**config.mk**
```make
export PLATFORM = sky130hd
export DESIGN_NAME = ssb_hbridge_driver_flat
export DESIGN_NICKNAME = d
export VERILOG_FILES = /design/src/rtl/ssb_hbridge_driver_if.sv /design/src/rtl/ssb_hbridge_driver.sv /design/src/flat_wrapper.sv
export SDC_FILE = /design/constraint.sdc
export NUM_CORES = 1
export LEC_CHECK = 0
export ABC_AREA = 0
export CORE_MARGIN = 5
export CORE_UTILIZATION = 40
export DETAILED_ROUTE_END_ITERATION = 12
export GPL_ROUTABILITY_DRIVEN = 0
export SLEW_MARGIN = 20
export SYNTH_ARGS = -nofsm -noshare
export SYNTH_HDL_FRONTEND = slang
export SYNTH_SLANG_ARGS = --single-unit
```
**constraint.sdc**
```tcl
create_clock -name clk -period 4.1 [get_ports clk]
set_clock_uncertainty 0.2 [all_clocks]
set_input_delay 0.41 -clock clk [delete_from_list [all_inputs] [get_ports clk]]
set_output_delay 0.41 -clock clk [all_outputs]
set_load 0.005 [all_outputs]
```
**src/rtl/ssb_hbridge_driver_if.sv**
```systemverilog
// Control/drive bundle for the SSB H-bridge carrier driver.
// master: SSB chain side (drives freq, offset, amplitude, stdby);
// slave: driver side (returns DRV0/DRV1, FSM state, slewed amplitude).
interface ssb_hbridge_driver_if #(
    parameter int PHASE_W  = 18,
    parameter int DPHASE_W = 14,
    parameter int AMP_W    = 24
);
    logic [PHASE_W-1:0]         ssb_freq;
    logic signed [DPHASE_W-1:0] delta_phase;
    logic [AMP_W-1:0]           amplitude;
    logic                       stdby;
    logic                       DRV0;
    logic                       DRV1;
    logic [1:0]                 state;
    logic [AMP_W-1:0]           amp_eff;

    modport master (
        output ssb_freq, delta_phase, amplitude, stdby,
        input  DRV0, DRV1, state, amp_eff
    );

    modport slave (
        input  ssb_freq, delta_phase, amplitude, stdby,
        output DRV0, DRV1, state, amp_eff
    );
endinterface

```
**src/rtl/ssb_hbridge_driver.sv**
```systemverilog
// SSB carrier driver: phase accumulator, slewed 3-level PWM, dead time,
// standby ramp FSM. Ports: clk, rst (async active-low), bus (slave).
module ssb_hbridge_driver #(
    parameter int PHASE_W     = 18,
    parameter int DPHASE_W    = 14,
    parameter int AMP_W       = 24,
    parameter int RAMP_STEP   = 65536,
    parameter int RAMP_DIV    = 1,
    parameter int DEAD_CYCLES = 2
) (
    input logic                clk,
    input logic                rst,
    ssb_hbridge_driver_if.slave bus
);
    localparam int SH  = AMP_W - PHASE_W + 1;
    localparam int DW  = (DEAD_CYCLES > 0) ? $clog2(DEAD_CYCLES + 1) : 1;
    localparam int PVW = (RAMP_DIV > 1) ? $clog2(RAMP_DIV) : 1;
    localparam logic [AMP_W-1:0] STEP = AMP_W'(RAMP_STEP);
    localparam logic [PHASE_W-2:0] CTR = {1'b1, {(PHASE_W-2){1'b0}}};
    localparam logic [DW-1:0] DEAD = DW'(DEAD_CYCLES);
    localparam logic [PVW-1:0] PMAX = PVW'(RAMP_DIV - 1);

    typedef enum logic [1:0] {
        IDLE      = 2'b00,
        RAMP_UP   = 2'b01,
        RUN       = 2'b10,
        RAMP_DOWN = 2'b11
    } state_t;

    state_t             state_q, state_d;
    logic [PHASE_W-1:0] acc_q, acc_d;
    logic [AMP_W-1:0]   amp_q, amp_d;
    logic [PVW-1:0]     pre_q, pre_d;
    logic [DW-1:0]      dead_q, dead_d;
    logic               req0_q, req0_d, req1_q, req1_d;
    logic               drv0_q, drv0_d, drv1_q, drv1_d;

    logic [PHASE_W-1:0] inc;
    logic [PHASE_W-2:0] ph, hw, lo, hi;
    logic               active, tick;

    function automatic logic [AMP_W-1:0] toward(
        input logic [AMP_W-1:0] cur,
        input logic [AMP_W-1:0] tgt
    );
        if (cur < tgt)
            return (tgt - cur > STEP) ? cur + STEP : tgt;
        else
            return (cur - tgt > STEP) ? cur - STEP : tgt;
    endfunction

    assign inc  = bus.ssb_freq + PHASE_W'(bus.delta_phase);
    assign tick = (pre_q == PMAX);
    assign pre_d = tick ? '0 : pre_q + 1'b1;

    // Window centred at a quarter turn; half-width never reaches CTR,
    // so lo/hi stay inside the half-cycle without extra clamping.
    assign ph     = acc_q[PHASE_W-2:0];
    assign hw     = {1'b0, amp_q[AMP_W-1:SH+1]};
    assign lo     = CTR - hw;
    assign hi     = CTR + hw;
    assign active = (ph >= lo) && (ph < hi);

    always_comb begin
        state_d = state_q;
        amp_d   = amp_q;
        acc_d   = acc_q + inc;
        unique case (state_q)
            IDLE: begin
                acc_d = '0;
                if (!bus.stdby) state_d = RAMP_UP;
            end
            RAMP_UP: begin
                if (tick) amp_d = toward(amp_q, bus.amplitude);
                if (bus.stdby) state_d = RAMP_DOWN;
                else if (amp_q == bus.amplitude) state_d = RUN;
            end
            RUN: begin
                if (tick) amp_d = toward(amp_q, bus.amplitude);
                if (bus.stdby) state_d = RAMP_DOWN;
            end
            RAMP_DOWN: begin
                if (tick) amp_d = toward(amp_q, '0);
                if (!bus.stdby) state_d = RAMP_UP;
                else if (amp_q == '0) begin
                    state_d = IDLE;
                    acc_d   = '0;
                end
            end
        endcase
    end

    always_comb begin
        req0_d = active && !acc_q[PHASE_W-1] && (state_q != IDLE);
        req1_d = active &&  acc_q[PHASE_W-1] && (state_q != IDLE);
        // Hold while requested; rise only with the other leg off
        // and the dead-time counter saturated.
        drv0_d = drv0_q ? req0_q : (req0_q && !drv1_q && dead_q == DEAD);
        drv1_d = drv1_q ? req1_q : (req1_q && !drv0_q && dead_q == DEAD);
        if (state_q == IDLE) begin
            drv0_d = 1'b0;
            drv1_d = 1'b0;
        end
        dead_d = dead_q;
        if ((drv0_q && !drv0_d) || (drv1_q && !drv1_d))
            dead_d = '0;
        else if (dead_q != DEAD)
            dead_d = dead_q + 1'b1;
    end

    always_ff @(posedge clk or negedge rst) begin
        if (!rst) begin
            state_q <= IDLE;
            acc_q   <= '0;
            amp_q   <= '0;
            pre_q   <= '0;
            dead_q  <= DEAD;
            req0_q  <= 1'b0;
            req1_q  <= 1'b0;
            drv0_q  <= 1'b0;
            drv1_q  <= 1'b0;
        end else begin
            state_q <= state_d;
            acc_q   <= acc_d;
            amp_q   <= amp_d;
            pre_q   <= pre_d;
            dead_q  <= dead_d;
            req0_q  <= req0_d;
            req1_q  <= req1_d;
            drv0_q  <= drv0_d;
            drv1_q  <= drv1_d;
        end
    end

    assign bus.DRV0    = drv0_q;
    assign bus.DRV1    = drv1_q;
    assign bus.state   = state_q;
    assign bus.amp_eff = amp_q;
endmodule

```
**src/flat_wrapper.sv**
```systemverilog
// flat-port wrapper written by rule: the top's interface ports become plain ports
module ssb_hbridge_driver_flat 
#(
    parameter int PHASE_W     = 18,
    parameter int DPHASE_W    = 14,
    parameter int AMP_W       = 24,
    parameter int RAMP_STEP   = 65536,
    parameter int RAMP_DIV    = 1,
    parameter int DEAD_CYCLES = 2
)
  (clk, rst, bus_ssb_freq, bus_delta_phase, bus_amplitude, bus_stdby, bus_DRV0, bus_DRV1, bus_state, bus_amp_eff);
  ssb_hbridge_driver_if #(.PHASE_W(PHASE_W), .DPHASE_W(DPHASE_W), .AMP_W(AMP_W)) bus_i ();
  input logic clk;
  input logic rst;
  input wire logic [$bits(bus_i.ssb_freq)-1:0] bus_ssb_freq;
  input wire logic [$bits(bus_i.delta_phase)-1:0] bus_delta_phase;
  input wire logic [$bits(bus_i.amplitude)-1:0] bus_amplitude;
  input wire logic [$bits(bus_i.stdby)-1:0] bus_stdby;
  output wire logic [$bits(bus_i.DRV0)-1:0] bus_DRV0;
  output wire logic [$bits(bus_i.DRV1)-1:0] bus_DRV1;
  output wire logic [$bits(bus_i.state)-1:0] bus_state;
  output wire logic [$bits(bus_i.amp_eff)-1:0] bus_amp_eff;
  assign bus_i.ssb_freq = bus_ssb_freq;
  assign bus_i.delta_phase = bus_delta_phase;
  assign bus_i.amplitude = bus_amplitude;
  assign bus_i.stdby = bus_stdby;
  assign bus_DRV0 = bus_i.DRV0;
  assign bus_DRV1 = bus_i.DRV1;
  assign bus_state = bus_i.state;
  assign bus_amp_eff = bus_i.amp_eff;
  ssb_hbridge_driver #(.PHASE_W(PHASE_W), .DPHASE_W(DPHASE_W), .AMP_W(AMP_W), .RAMP_STEP(RAMP_STEP), .RAMP_DIV(RAMP_DIV), .DEAD_CYCLES(DEAD_CYCLES)) u_core (.clk(clk), .rst(rst), .bus(bus_i));
endmodule
```
==> results_dict.tcl, run 1 <==
set metrics [dict create \
    status "complete, no violations" \
    avgSynthCellArea_um2 8.141 \
    placed_cells 1325 \
    power.switching_w 0.003008 \
    fmax_mhz 251.0 \
    synth_common_cells "106 x ha_1, 74 x inv_1, 69 x a21oi_1, 69 x nand2_1, 62 x nor2_1" \
    synth_area_leaders "ha_1 19%, dfrtp_1 17%, fa_1 5.3%, a21oi_1 4.9%, xnor2_1 4.8%" \
    final_area_mm2 0.009879 \
    tightest_slew_ns 0.7500 \
    period_minus_slack_ns 3.985 \
    clockBufferDepth 2 \
    die_w_um 143.4 \
    rows 48 \
    grt_pass1_wl_um 35820 \
    rsz0062_at_grt "no" \
    tritoncts "done" \
    yosysUniqueCellTypes 84 \
    required_ns 4.14 \
    die_area_mm2 0.02056 \
    post-route-period-util 0.9719 \
    cp_cell_sequence "dlygate4sd2_1, inv_1, ha_2, buf_4, nand2b_1, o211ai_1, a2111oi_2, buf_4, o211ai_1, a2111o_1, or4_4, o21ai_4, nand4b_4, mux2_4, buf_6, nor2_4, a22o_1" \
    async_flop_share 1.000 \
    fin_nets 1293 \
    cts_setup_buffers 0 \
    hp-class "input port to async pin" \
    antenna_cells 0 \
    max-vdd-ir-drop_mv 0.3453 \
    slew_violations 0 \
    p_per_area_mw_per_mm2 655.8 \
    crit_slowest_cell "or4_4" \
    hold_viol 0 \
    worstPathArrival_ns 4.02 \
    drt_first_iter_violations 404 \
    yosysSeqAreaShare 0.1760 \
    num_io_pins 87 \
    syn_area_mm2 0.007116 \
    path_class "input port to register" \
    grt_usage 0.2167 \
    grt_remaining_overflow 0 \
    setup_tns_ns 0 \
    clk_pin_slew_ns 0.07 \
    area_delta_synth_final_pct 38.84 \
    dr.pass1.iters 5 \
    synth_edf_count 0 \
    crit_fanout 7 \
    worstSkewPairLatency_ns 0.30 \
    vias 7196 \
    drive_above_1_share 0.2252 \
    p_leak_nw 4.577 \
    initial_utilization 0.4100 \
    yosysTopAreaCell "ha_1" \
    drc_errors 0 \
    synth_seq_cells 50 \
    stdcell_count 1335 \
    hold-worst-slack_ns 0.01712 \
    dpl-instance-area_mm2 0.009393 \
    num-fill-cells 1604 \
    grt_pass1_vias 7019 \
    yosysTopAreaCellShare 0.1864 \
    fp.dieH_um 143.4 \
    synth_cells 874 \
    combPwrFrac 0.778 \
    syn-num-nets 1058 \
    maxCapViolCount 0 \
    pwr-share-seq 0.137 \
    wl_per_cell_um 16.72 \
    antenna_found_initial 0 \
    ant_nets 0 \
    io_buffer_count 86 \
    finalSetupViolCount 0 \
    grt_max_degree 51 \
    synth_flop_cell "dfrtp_1" \
    hold_buffers 0 \
    vias_per_cell 5.390 \
    yosysMostFrequentCell "ha_1" \
    pwr-share-clk 0.085 \
    crit_path_max_incr_delay_ns 0.45 \
    cp-end-kind "register" \
    yosys_warnings 0 \
    dp_hpwl_um 18580 \
    numClockSinks 50 \
    drt_wl_total_um 22320 \
    coreArea_mm2 0.01736 \
    cts-root-buf "clkbuf_16" \
    htreeDepth 2 \
    worst_slew_margin_rel 0.4954 \
    p_int_w 0.003471 \
    critPathLaunchType "input port" \
    sw_frac_of_total 0.4643 \
    cts_made_buffers 5 \
]
[flip-flops by register name (all words and copies together) (netlist names)]
signal	flops
u_core.acc_q	18
u_core.req0_q	1
u_core.bus.DRV0	1
u_core.bus.amp_eff	24
u_core.dead_q	2
u_core.bus.DRV1	1
u_core.bus.state	2
u_core.req1_q	1
[layout make-up]
type | count | area, µm² | area share
repair buffers | 258 | 2171 | 0.2197
well taps | 225 | 281.5 | 0.02850
clock inverters | 2 | 60.06 | 0.006079
inverters | 75 | 281.5 | 0.02850
clock buffers | 6 | 138.9 | 0.01406
multi-input cells | 719 | 5694 | 0.5764
flip-flops and latches | 50 | 1252 | 0.1268
[layer usage]
| metal | vias to the layer above | GRT usage | routed length (µm) |
|---|---|---|---|
| met3 | 16 | 0.02762 | 1109 |
| li1 | 3625 | - | - |
| met4 | 0 | 0.04014 | 242 |
| met1 | 3384 | 0.3002 | 10460 |
| met5 | - | 0 | 0 |
| met2 | 171 | 0.3667 | 10510 |
[placed cells by master, fill, tap and decap left out, types with 6 or more instances in the layout]
master | Yosys | layout
buf_4 | 1 | 170
a21o_1 | 14 | 14
a21oi_2 | 0 | 12
nor3_1 | 24 | 21
xor2_1 | 16 | 16
o21ai_1 | 1 | 8
xnor2_1 | 39 | 39
o21bai_1 | 8 | 8
ha_2 | 0 | 6
a21oi_1 | 69 | 57
a22o_1 | 10 | 10
ha_1 | 106 | 93
dlymetal6s2s_1 | 0 | 8
and2_1 | 7 | 7
o221ai_1 | 7 | 7
o21ai_0 | 59 | 51
fa_1 | 19 | 18
mux2i_1 | 6 | 6
dfrtp_1 | 49 | 49
nand2b_1 | 7 | 6
inv_1 | 74 | 73
ha_4 | 0 | 7
nor2b_1 | 8 | 8
clkdlybuf4s50_1 | 0 | 74
nand2_1 | 69 | 69
nand3_1 | 22 | 22
o211ai_1 | 8 | 8
nor2_1 | 62 | 60
nor4_1 | 8 | 8
o21a_1 | 26 | 26
nand4_1 | 14 | 14
[path summary, 6_finish.rpt]
| check | from | endpoint | slack (ns) | depth (start not counted) |
|---|---|---|---|---|
| min in group clk | bus_amplitude[12] | u_core.bus.amp_eff[12]$_DFFE_PN0P_ | 0.28 | 2 |
| max in group asynchronous | rst | u_core.bus.amp_eff[18]$_DFFE_PN0P_ | 3.26 | 2 |
| worst min-delay path | rst | u_core.bus.amp_eff[0]$_DFFE_PN0P_ | 0.02 | 2 |
| worst max register to register | u_core.bus.amp_eff[0]$_DFFE_PN0P_ | u_core.bus.amp_eff[10]$_DFFE_PN0P_ | 0.12 | 16 |
| worst max-delay path | bus_amplitude[11] | u_core.bus.amp_eff[10]$_DFFE_PN0P_ | 0.12 | 17 |
| worst min register to register | u_core.acc_q[17]$_DFF_PN0_ | u_core.req0_q$_DFF_PN0_ | 0.29 | 1 |
[through the flow]
| step | worst slack, ns | util | power (W) |
|---|---|---|---|
| 3_3_place_gp | -0.6269 | 0.5412 | 0.005684 |
| 6_report | 0.1152 | 0.5692 | 0.006479 |
| 4_1_cts | 0.01820 | 0.5572 | 0.006397 |
| 5_1_grt | 0.005231 | 0.5692 | 0.007151 |
| 3_5_place_dp | -0.5932 | 0.5412 | 0.005755 |
| 2_1_floorplan | 0.1329 | - | 0.004042 |
[critical path: cells and delay by family]
kind                     cells  cell delay (ns)
AO/OA/AOI/OAI                6             1.29
adder cells (fa/ha/maj)      1             0.19
buffers and inverters        5             0.88
multiplexers                 1             0.34
AND/OR/NAND/NOR              4             0.91
[cell families after synthesis]
group	after synthesis	synth area share
AOI/OAI and AO/OA	273	0.2629
and+or+nand+nor	257	0.1815
adders and majority gates	125	0.2398
buffers and inverters	107	0.06154
xor gates and xnor gates	55	0.06770
DFF	50	0.1760
muxes	7	0.01055
[power by group through the flow]
stage                     combinational, W  clock (W)  sequential (W)
after floorplan                    0.00315          0        0.000893
after global routing               0.00565   0.000584        0.000916
after CTS                          0.00495   0.000564        0.000888
final                              0.00504   0.000553        0.000886
after detailed placement           0.00486          0        0.000896
after global placement             0.00479          0        0.000895
[timing repair]
item                       CTS  global route
gates resized for setup     18            52
pin swaps                   10             8
gates cloned                 2             0
setup endpoints to repair   24            25
Note: power is estimated with default switching activity, not from simulation.
==> run 2: changes to the inputs <==
--- a/config.mk
+++ b/config.mk
@@ -10,7 +10,7 @@
 export CORE_UTILIZATION = 40
 export DETAILED_ROUTE_END_ITERATION = 12
 export GPL_ROUTABILITY_DRIVEN = 0
-export SLEW_MARGIN = 20
+export SLEW_MARGIN = 10
 export SYNTH_ARGS = -nofsm -noshare
 export SYNTH_HDL_FRONTEND = slang
 export SYNTH_SLANG_ARGS = --single-unit
==> results of run 2 <==
No change in the layout: final DEF, timing and power equal those of run 1.
==> run 3: changes to the inputs <==
--- a/config.mk
+++ b/config.mk
@@ -7,9 +7,10 @@
 export LEC_CHECK = 0
 export ABC_AREA = 0
 export CORE_MARGIN = 5
-export CORE_UTILIZATION = 40
+export CORE_UTILIZATION = 45
 export DETAILED_ROUTE_END_ITERATION = 12
 export GPL_ROUTABILITY_DRIVEN = 0
+export PLACE_DENSITY = 0.69
 export SLEW_MARGIN = 10
 export SYNTH_ARGS = -nofsm -noshare
 export SYNTH_HDL_FRONTEND = slang
==> results_dict.tcl, run 3 (synthesis results as in run 1) <==
set metrics [dict create \
    worstSkewPairLatency_ns 0.29 \
    timing.rr.end "u_core.bus.amp_eff[16]$_DFFE_PN0P_" \
    cts_made_buffers 5 \
    max-vdd-ir-drop_mv 0.3924 \
    maxCapViolCount 0 \
    tritoncts "done" \
    grt_pass1_wl_um 35590 \
    die_area_mm2 0.01843 \
    crit_path_max_incr_delay_ns 0.44 \
    required_ns 4.09 \
    final_common_cell "buf_4" \
    grt_pass1_vias 7314 \
    min_delay_path_depth 1 \
    crit_family "compound AO/OA/AOI/OAI gates" \
    grt_remaining_overflow 0 \
    area_delta_synth_final_pct 37.70 \
    drive_above_1_share 0.2209 \
    path_class "input port to register" \
    setup_ws_ns 0.05273 \
    post-route-period-util 0.9871 \
    cp_cell_sequence "clkdlybuf4s50_1, ha_2, buf_4, nand2_1, a21oi_1, buf_4, o2111a_1, nor3b_1, o21ai_0, o2111ai_1, nor4_2, buf_4, nand2_1, mux2_4, buf_8, mux2i_2, o31ai_1" \
    ant_nets 0 \
    worst-r2r-setup-slack_ns 0.14 \
    drc_errors 0 \
    fp.dieH_um 135.7 \
    status "complete, no violations" \
    worstPathArrival_ns 4.04 \
    drt_wl_total_um 21990 \
    vias_per_cell 5.669 \
    coreArea_mm2 0.01571 \
    dr.pass1.iters 5 \
    r2r-start "u_core.bus.amp_eff[11]$_DFFE_PN0P_" \
    placed_cells 1309 \
    crit_fanout 9 \
    cp-end-kind "register" \
    hold-worst-slack_ns 0.3057 \
    period_minus_slack_ns 4.047 \
    grt_max_degree 32 \
    slew_violations 0 \
    cts-root-buf "clkbuf_16" \
    clockBufferDepth 2 \
    finalSetupViolCount 0 \
    final_util 0.6236 \
    reg2regPathDepth 15 \
    pwr-share-seq 0.140 \
    numClockSinks 50 \
    dpl_worst_slack_ns -0.5343 \
    grt_usage 0.2381 \
    clk_pin_slew_ns 0.07 \
    fmax_mhz 247.1 \
    die_w_um 135.7 \
    num_io_pins 87 \
    hp-class "register to register" \
    fin_nets 1292 \
    pwr-share-clk 0.068 \
    antenna_found_initial 0 \
    io_buffer_count 86 \
    antenna_cells 0 \
    sw_frac_of_total 0.4757 \
    final_cell_mix "170 x buf_4, 94 x ha_1, 74 x clkdlybuf4s50_1, 73 x inv_1, 69 x nand2_1" \
    initial_utilization 0.4529 \
    wl_per_cell_um 16.60 \
    p_per_area_mw_per_mm2 648.3 \
    rows 46 \
    htreeDepth 2 \
    combPwrFrac 0.793 \
    critPathLaunchType "input port" \
    tightest_slew_ns 0.7347 \
    hp-start "u_core.acc_q[17]$_DFF_PN0_" \
    setup_tns_ns 0 \
    drt_first_iter_violations 634 \
    vias 7512 \
    min_to "u_core.req0_q$_DFF_PN0_" \
    largest_reg_flops 24 \
    p_leak_nw 4.523 \
    power.switching_w 0.003022 \
    crit_slowest_cell "clkdlybuf4s50_1" \
    cpMostUsedCell "buf_4" \
    cp_num_buf_inv 5 \
    p_int_w 0.003330 \
    worst_slew_margin_rel 0.5057 \
    stdcell_count 1325 \
    hold_viol 0 \
    dp_hpwl_um 18030 \
]
==> run 3: through the flow <==
stage                     cell area, µm²  power (W)
final                               9798   0.006352
after global routing                9798   0.006982
after CTS                           9625   0.006254
after detailed placement            9329   0.005701
after global placement              9329   0.005604
after floorplan                     7116   0.004042
==> run 3: repair_timing <==
| action | 4_1_cts | 5_1_grt |
|---|---|---|
| pin swaps | 12 | 12 |
| hold endpoints to repair | 19 | 0 |
| buffers inserted | 3 | 3 |
| gates resized for setup | 30 | 38 |
| setup endpoints to repair | 24 | 25 |
| hold buffers | 1 | 0 |
| gates cloned | 1 | 0 |
==> run 3: how the worst max path moves through the flow <==
stage | startpoint | endpoint | slack (ns) | cells after the start
after CTS | bus_amplitude[10] | u_core.bus.amp_eff[16]$_DFFE_PN0P_ | 0.003 | 16
after detailed placement | bus_amplitude[0] | u_core.bus.amp_eff[4]$_DFFE_PN0P_ | -0.53 | 17
final | bus_amplitude[4] | u_core.bus.amp_eff[16]$_DFFE_PN0P_ | 0.05 | 17
after global routing | bus_amplitude[4] | u_core.bus.amp_eff[16]$_DFFE_PN0P_ | -0.05 | 17
after floorplan | u_core.bus.amp_eff[13]$_DFFE_PN0P_ | u_core.bus.amp_eff[14]$_DFFE_PN0P_ | 0.13 | 15
after global placement | bus_amplitude[11] | u_core.bus.amp_eff[2]$_DFFE_PN0P_ | -0.57 | 14
==> run 3: metal layers <==
| layer | vias to the layer above | GRT usage | share of wire |
|---|---|---|---|
| met2 | 252 | 0.3985 | 0.47 |
| met1 | 3573 | 0.3184 | 0.44 |
| met5 | - | 0 | 0 |
| li1 | 3636 | - | - |
| met3 | 51 | 0.03975 | 0.069 |
| met4 | 0 | 0.06551 | 0.025 |
==> run 3: final cells by class <==
class                           instances  area, µm²
Clock buffer                            7      142.6
Multi-Input combinational cell        718       5675
Clock inverter                          1      5.005
Timing Repair Buffer                  258       2170
Inverter                               75      281.5
Sequential cell                        50       1254
Fill cell                            1327       5914
Tap cell                              216      270.3
==> run 3: power groups by stage <==
stage	Clock, W	Sequential, W	Combinational [W]
finish	0.000431	0.000887	0.00503
global route	0.000453	0.000916	0.00561
CTS	0.000435	0.000887	0.00493
detailed placement	0	0.000895	0.00481
global placement	0	0.000890	0.00471
floorplan	0	0.000893	0.00315
==> RTL change 1: new RTL, flow settings as in run 3 <==
`DEAD_CYCLES` is set to 2 in 2 places; all go to 4.
--- a/src/rtl/ssb_hbridge_driver.sv
+++ b/src/rtl/ssb_hbridge_driver.sv
@@ -6,7 +6,7 @@
     parameter int AMP_W       = 24,
     parameter int RAMP_STEP   = 65536,
     parameter int RAMP_DIV    = 1,
-    parameter int DEAD_CYCLES = 2
+    parameter int DEAD_CYCLES = 4
 ) (
     input logic                clk,
     input logic                rst,
--- a/src/flat_wrapper.sv
+++ b/src/flat_wrapper.sv
@@ -6,7 +6,7 @@
     parameter int AMP_W       = 24,
     parameter int RAMP_STEP   = 65536,
     parameter int RAMP_DIV    = 1,
-    parameter int DEAD_CYCLES = 2
+    parameter int DEAD_CYCLES = 4
 )
   (clk, rst, bus_ssb_freq, bus_delta_phase, bus_amplitude, bus_stdby, bus_DRV0, bus_DRV1, bus_state, bus_amp_eff);
   ssb_hbridge_driver_if #(.PHASE_W(PHASE_W), .DPHASE_W(DPHASE_W), .AMP_W(AMP_W)) bus_i ();
Formal check against the unedited RTL: not equivalent (a bounded check fails within 10 cycles, from zero or initial values and one cycle with rst low).
==> RTL change 1 against run 3 <==
- clock power grew 28%
- largest power group unchanged
- total power is 8.3% higher
- routed wire length increased by 7.4%
- critical path depth unchanged
- sequential power is 3.6% higher
- register-to-register slack gained 0.05 ns
- via count rose by 4.2%
- setup slack gained 0.050 ns
- sequential cell count up 1
- global-route usage down 0.39 points
- cell area is 2.4% higher
- sequential share of layout area about the same
- synthesized area up 4.6%
==> RTL change 1: results (changes against run 3) <==
.. list-table::
   :header-rows: 1

   * - Metric
     - Value
   * - Filler cell count in the final layout
     - 1,439 (was 1,327)
   * - CTS Hold Buffers Added
     - 0 (was 1)
   * - First-pass GRT wire length
     - 37,900 um (was 35,590 um)
   * - Total cell area at the placement stage
     - 9573 um^2 (was 9329 um^2)
   * - Starting DRT DRC Count
     - 747 (was 634)
   * - Count of nets after finishing
     - 1,332 (was 1,292)
   * - Arr. time, crit path
     - 3.99 ns (was 4.04 ns)
   * - Setup slack, reg-to-reg
     - 0.19 ns (was 0.14 ns)
   * - Routed met1 length
     - 10,440 um (was 9618 um)
   * - Internal Pwr Total
     - 3.584 mW (was 3.330 mW)
   * - Post-place setup slack
     - -0.3883 ns (was -0.5343 ns)
   * - Number of global-route vias before repair
     - 7,665 (was 7,314)
   * - Result of the run
     - completed (unchanged)
   * - Amount of wire on met3 after detailed routing
     - 1371 um (was 1511 um)
   * - Final cycle utilization of the critical path
     - 97.50% (was 98.71%)
   * - Proportion of synthesized area in mux cells
     - 2.353% (was 1.055%)
   * - Slew of the pin with the lowest slew margin
     - 0.6822 ns (was 0.7347 ns)
   * - Via count
     - 7,831 (was 7,512)
   * - Proportion of layout cells with a drive suffix above 1
     - 19.08% (was 22.09%)
   * - Number of setup buffers added after CTS
     - 0 (was 3)
   * - Synthesized-area fraction occupied by xor and xnor cells
     - 5.764% (was 6.770%)
   * - Beginning of the critical path
     - bus_amplitude[0] (was bus_amplitude[4])
   * - Peak per-stage delay on the critical path
     - 0.42 ns (was 0.44 ns)
   * - Most common library cells after synthesis
     - 107 x sky130_fd_sc_hd__ha_1, 78 x sky130_fd_sc_hd__nor2_1, 75 x sky130_fd_sc_hd__inv_1, 74 x sky130_fd_sc_hd__a21oi_1, 63 x sky130_fd_sc_hd__nand2_1 (was 106 x sky130_fd_sc_hd__ha_1, 74 x sky130_fd_sc_hd__inv_1, 69 x sky130_fd_sc_hd__a21oi_1, 69 x sky130_fd_sc_hd__nand2_1, 62 x sky130_fd_sc_hd__nor2_1)
   * - Worst hold path type
     - in2async (was reg2reg)
   * - All-Layer GR Usage
     - 23.42% (was 23.81%)
   * - Post-synthesis share of cell area spent on full adders, half adders and majority gates
     - 23.09% (was 23.98%)
   * - Post-synthesis compound-gate area fraction
     - 27.41% (was 26.29%)
   * - Share of synthesized area occupied by flip-flops and latches
     - 17.16% (was 17.60%)
[RTL change 1: changes by cell type after synthesis, moves of 6 or more]
cell / run 3 / this run
sky130_fd_sc_hd__o21ai_0: 59 / 35
sky130_fd_sc_hd__nor2_1: 62 / 78
sky130_fd_sc_hd__o21ai_1: 1 / 17
sky130_fd_sc_hd__a21o_1: 14 / 28
sky130_fd_sc_hd__buf_2: 2 / 12
sky130_fd_sc_hd__nor4_1: 8 / 16
sky130_fd_sc_hd__a22o_1: 10 / 17
sky130_fd_sc_hd__mux2i_1: 6 / 13
sky130_fd_sc_hd__a211oi_1: 5 / 11
sky130_fd_sc_hd__nand2_1: 69 / 63
[RTL change 1: worst min path at each step]
stage / startpoint / endpoint / slack [ns] / depth (start not counted)
floorplan: rst / u_core.acc_q[0] / -0.09 / 0
global placement: u_core.acc_q[17] / u_core.req0_q / 0.27 / 1
detailed placement: u_core.acc_q[17] / u_core.req0_q / 0.28 / 1
CTS: rst / u_core.bus.amp_eff[3] / 0.05 / 2
global route: rst / u_core.bus.amp_eff[3] / 0.10 / 2
finish: rst / u_core.bus.amp_eff[3] / 0.008 / 2
[RTL change 1: through the flow]
| stage | power, mW | std cells |
|---|---|---|
| detailed placement | 6.089 | 1352 |
| global placement | 5.966 | 1352 |
| floorplan | 4.323 | 929 |
| finish | 6.879 | 1368 |
| CTS | 6.678 | 1360 |
| global route | 7.525 | 1368 |
[RTL change 1: final cells by class]
type	instances	area [um^2]	share of cell area [%]
clock buffer	5	125.1	1.248
clock inverter	3	67.56	0.6737
inverter	76	285.3	2.844
multi-input combinational	767	5917	58.99
sequential	51	1280	12.76
tap	220	275.3	2.745
timing repair buffer	246	2079	20.73
==> RTL change 2: new RTL, flow settings as in run 3 <==
Made on the original files. Make the reset (`rst`) synchronous in one clocked block. Comments in the files are not updated.
--- a/src/rtl/ssb_hbridge_driver.sv
+++ b/src/rtl/ssb_hbridge_driver.sv
@@ -108,7 +108,7 @@
             dead_d = dead_q + 1'b1;
     end
 
-    always_ff @(posedge clk or negedge rst) begin
+    always_ff @(posedge clk) begin
         if (!rst) begin
             state_q <= IDLE;
             acc_q   <= '0;
Behaviour: differs if rst is asserted again (counterexample within 4 cycles, from zero or initial values and one cycle with rst low); with rst held inactive, the same outputs for 4 cycles.
==> RTL change 2 against run 3 <==
- cell area increased by 4.0%
- critical endpoint is now u_core.bus.amp_eff[0]
- setup slack better by 0.032 ns
- combinational power down 25%
- utilization rose by 1.6 points
- routed wire length rose by 8.1%
- die area is 2.8% higher
- largest cell class unchanged
- critical path type is now reg2reg
- synthesized area is 3.0% higher
- total power shrank 20%
- count of clock-buffer cells in the layout fell by 1
- sequential power down 16%
- global-route usage up 0.89 points
- sequential cell count is 1 higher
- critical path depth decreased by 3
- cell count grew 6.8%
==> RTL change 2: results (changes against run 3) <==
.. list-table::
   :header-rows: 1

   * - Metric
     - Value
   * - Arr. time, crit path
     - 4.00 ns (was 4.04 ns)
   * - Count of different cell masters after synthesis
     - 72 (was 84)
   * - Number of global-route vias before repair
     - 7,679 (was 7,314)
   * - Normalized max-slew margin
     - 55.10% (was 50.57%)
   * - Setup slack, reg-to-reg
     - 0.08 ns (was 0.14 ns)
   * - Post-place setup slack
     - -0.3327 ns (was -0.5343 ns)
   * - First-pass GRT wire length
     - 37,770 um (was 35,590 um)
   * - Starting DRT DRC Count
     - 537 (was 634)
   * - Clock network latency to the later pin of the worst-skew pair
     - 0.31 ns (was 0.29 ns)
   * - Internal Pwr Total
     - 2.689 mW (was 3.330 mW)
   * - Final-layout worst hold slack
     - 0.2509 ns (was 0.3057 ns)
   * - Worst reg2reg path startpoint
     - u_core.bus.amp_eff[2] (was u_core.bus.amp_eff[11])
   * - Worst-path fanout max
     - 16 (was 9)
   * - Hold_sp
     - bus_amplitude[11] (was u_core.acc_q[17])
   * - Result of the run
     - completed (unchanged)
   * - Share of synthesized area occupied by flip-flops and latches
     - 13.93% (was 17.60%)
   * - Top flip-flop cell by instance count after synthesis
     - sky130_fd_sc_hd__dfxtp_1 (was sky130_fd_sc_hd__dfrtp_1)
   * - Via count
     - 8,203 (was 7,512)
   * - Total cell area at the placement stage
     - 9643 um^2 (was 9329 um^2)
   * - Count of placed standard cells including taps
     - 1,398 (was 1,309)
   * - WL/cell
     - 16.80 um (was 16.60 um)
   * - Number of cells traversed by the worst hold path
     - 2 (was 1)
   * - Average instance area after synthesis
     - 7.652 um^2 (was 8.141 um^2)
   * - Post-detailed-placement half-perimeter wirelength
     - 19,670 um (was 18,030 um)
   * - Post-synthesis compound-gate area fraction
     - 28.23% (was 26.29%)
   * - Post-synthesis share of cell area spent on full adders, half adders and majority gates
     - 23.11% (was 23.98%)
   * - Destination of the worst hold path
     - u_core.bus.amp_eff[11] (was u_core.req0_q)
   * - Maximum VDD drop
     - 0.4040 mV (was 0.3924 mV)
RTL change 2: layout make-up:
cell class	count	area, um^2	area share (%)
clock buffer	6	138.9	1.363
clock inverter	2	38.79	0.3806
inverter	72	270.3	2.652
multi-input combinational	796	6133	60.18
sequential	51	1023	10.04
tap	216	270.3	2.652
timing repair buffer	272	2317	22.74
RTL change 2: cell families (layout without fill, tap and decap cells):
family | count (synthesis) | in the layout
xor+xnor | 61 | 61
compound gates | 308 | 308
mux | 8 | 8
fa+ha+maj | 124 | 124
flops | 51 | 51
buf+inv | 111 | 352
other cells | 1 | 1
simple gates | 294 | 294
RTL change 2: power by group through the flow:
stage | Clock, mW | Sequential (mW) | Combinational [mW]
6_report | 0.527 | 0.745 | 3.79
3_3_place_gp | 0 | 0.752 | 3.51
4_1_cts | 0.530 | 0.745 | 3.62
2_1_floorplan | 0 | 0.729 | 2.41
3_5_place_dp | 0 | 0.756 | 3.58
5_1_grt | 0.546 | 0.763 | 4.20
RTL change 2: what timing repair did:
| item | in CTS | in global routing |
|---|---|---|
| setup buffers | 1 | 8 |
| resized for setup | 2 | 79 |
| pin swaps | 2 | 27 |
| endpoints found under the setup margin | 22 | 26 |
RTL change 2: critical path, cell delays in order, from the launching register on:
cell	delay, ns
sky130_fd_sc_hd__dfxtp_1	0.40
sky130_fd_sc_hd__inv_1	0.08
sky130_fd_sc_hd__ha_1	0.37
sky130_fd_sc_hd__buf_4	0.18
sky130_fd_sc_hd__o221a_2	0.28
sky130_fd_sc_hd__o21a_1	0.21
sky130_fd_sc_hd__buf_4	0.14
sky130_fd_sc_hd__xnor2_1	0.12
sky130_fd_sc_hd__nand2_1	0.08
sky130_fd_sc_hd__or4_4	0.54
sky130_fd_sc_hd__o41a_1	0.52
sky130_fd_sc_hd__o31ai_4	0.28
sky130_fd_sc_hd__o21ai_2	0.12
sky130_fd_sc_hd__buf_12	0.16
sky130_fd_sc_hd__a22o_1	0.20
RTL change 2: worst max path at each step:
stage          slack [ns]  depth (start not counted)                endpoint              startpoint
5_1_grt             -0.04                         14   u_core.bus.amp_eff[0]   u_core.bus.amp_eff[2]
6_report             0.08                         14   u_core.bus.amp_eff[0]   u_core.bus.amp_eff[2]
2_1_floorplan        0.05                         17  u_core.bus.amp_eff[13]  u_core.bus.amp_eff[13]
3_5_place_dp        -0.33                         17  u_core.bus.amp_eff[17]        bus_amplitude[0]
4_1_cts             0.008                         17  u_core.bus.amp_eff[17]        bus_amplitude[0]
3_3_place_gp        -0.36                         17  u_core.bus.amp_eff[17]        bus_amplitude[0]
RTL change 2: per-layer routing:
layer  vias up  global-route usage [%]  share of wire [%]
met4         0                   6.208                1.7
li1       3998                       -                  -
met5         -                       0                  0
met1      3870                   33.90                 45
met3        41                   3.543                6.7
met2       294                   40.67                 47
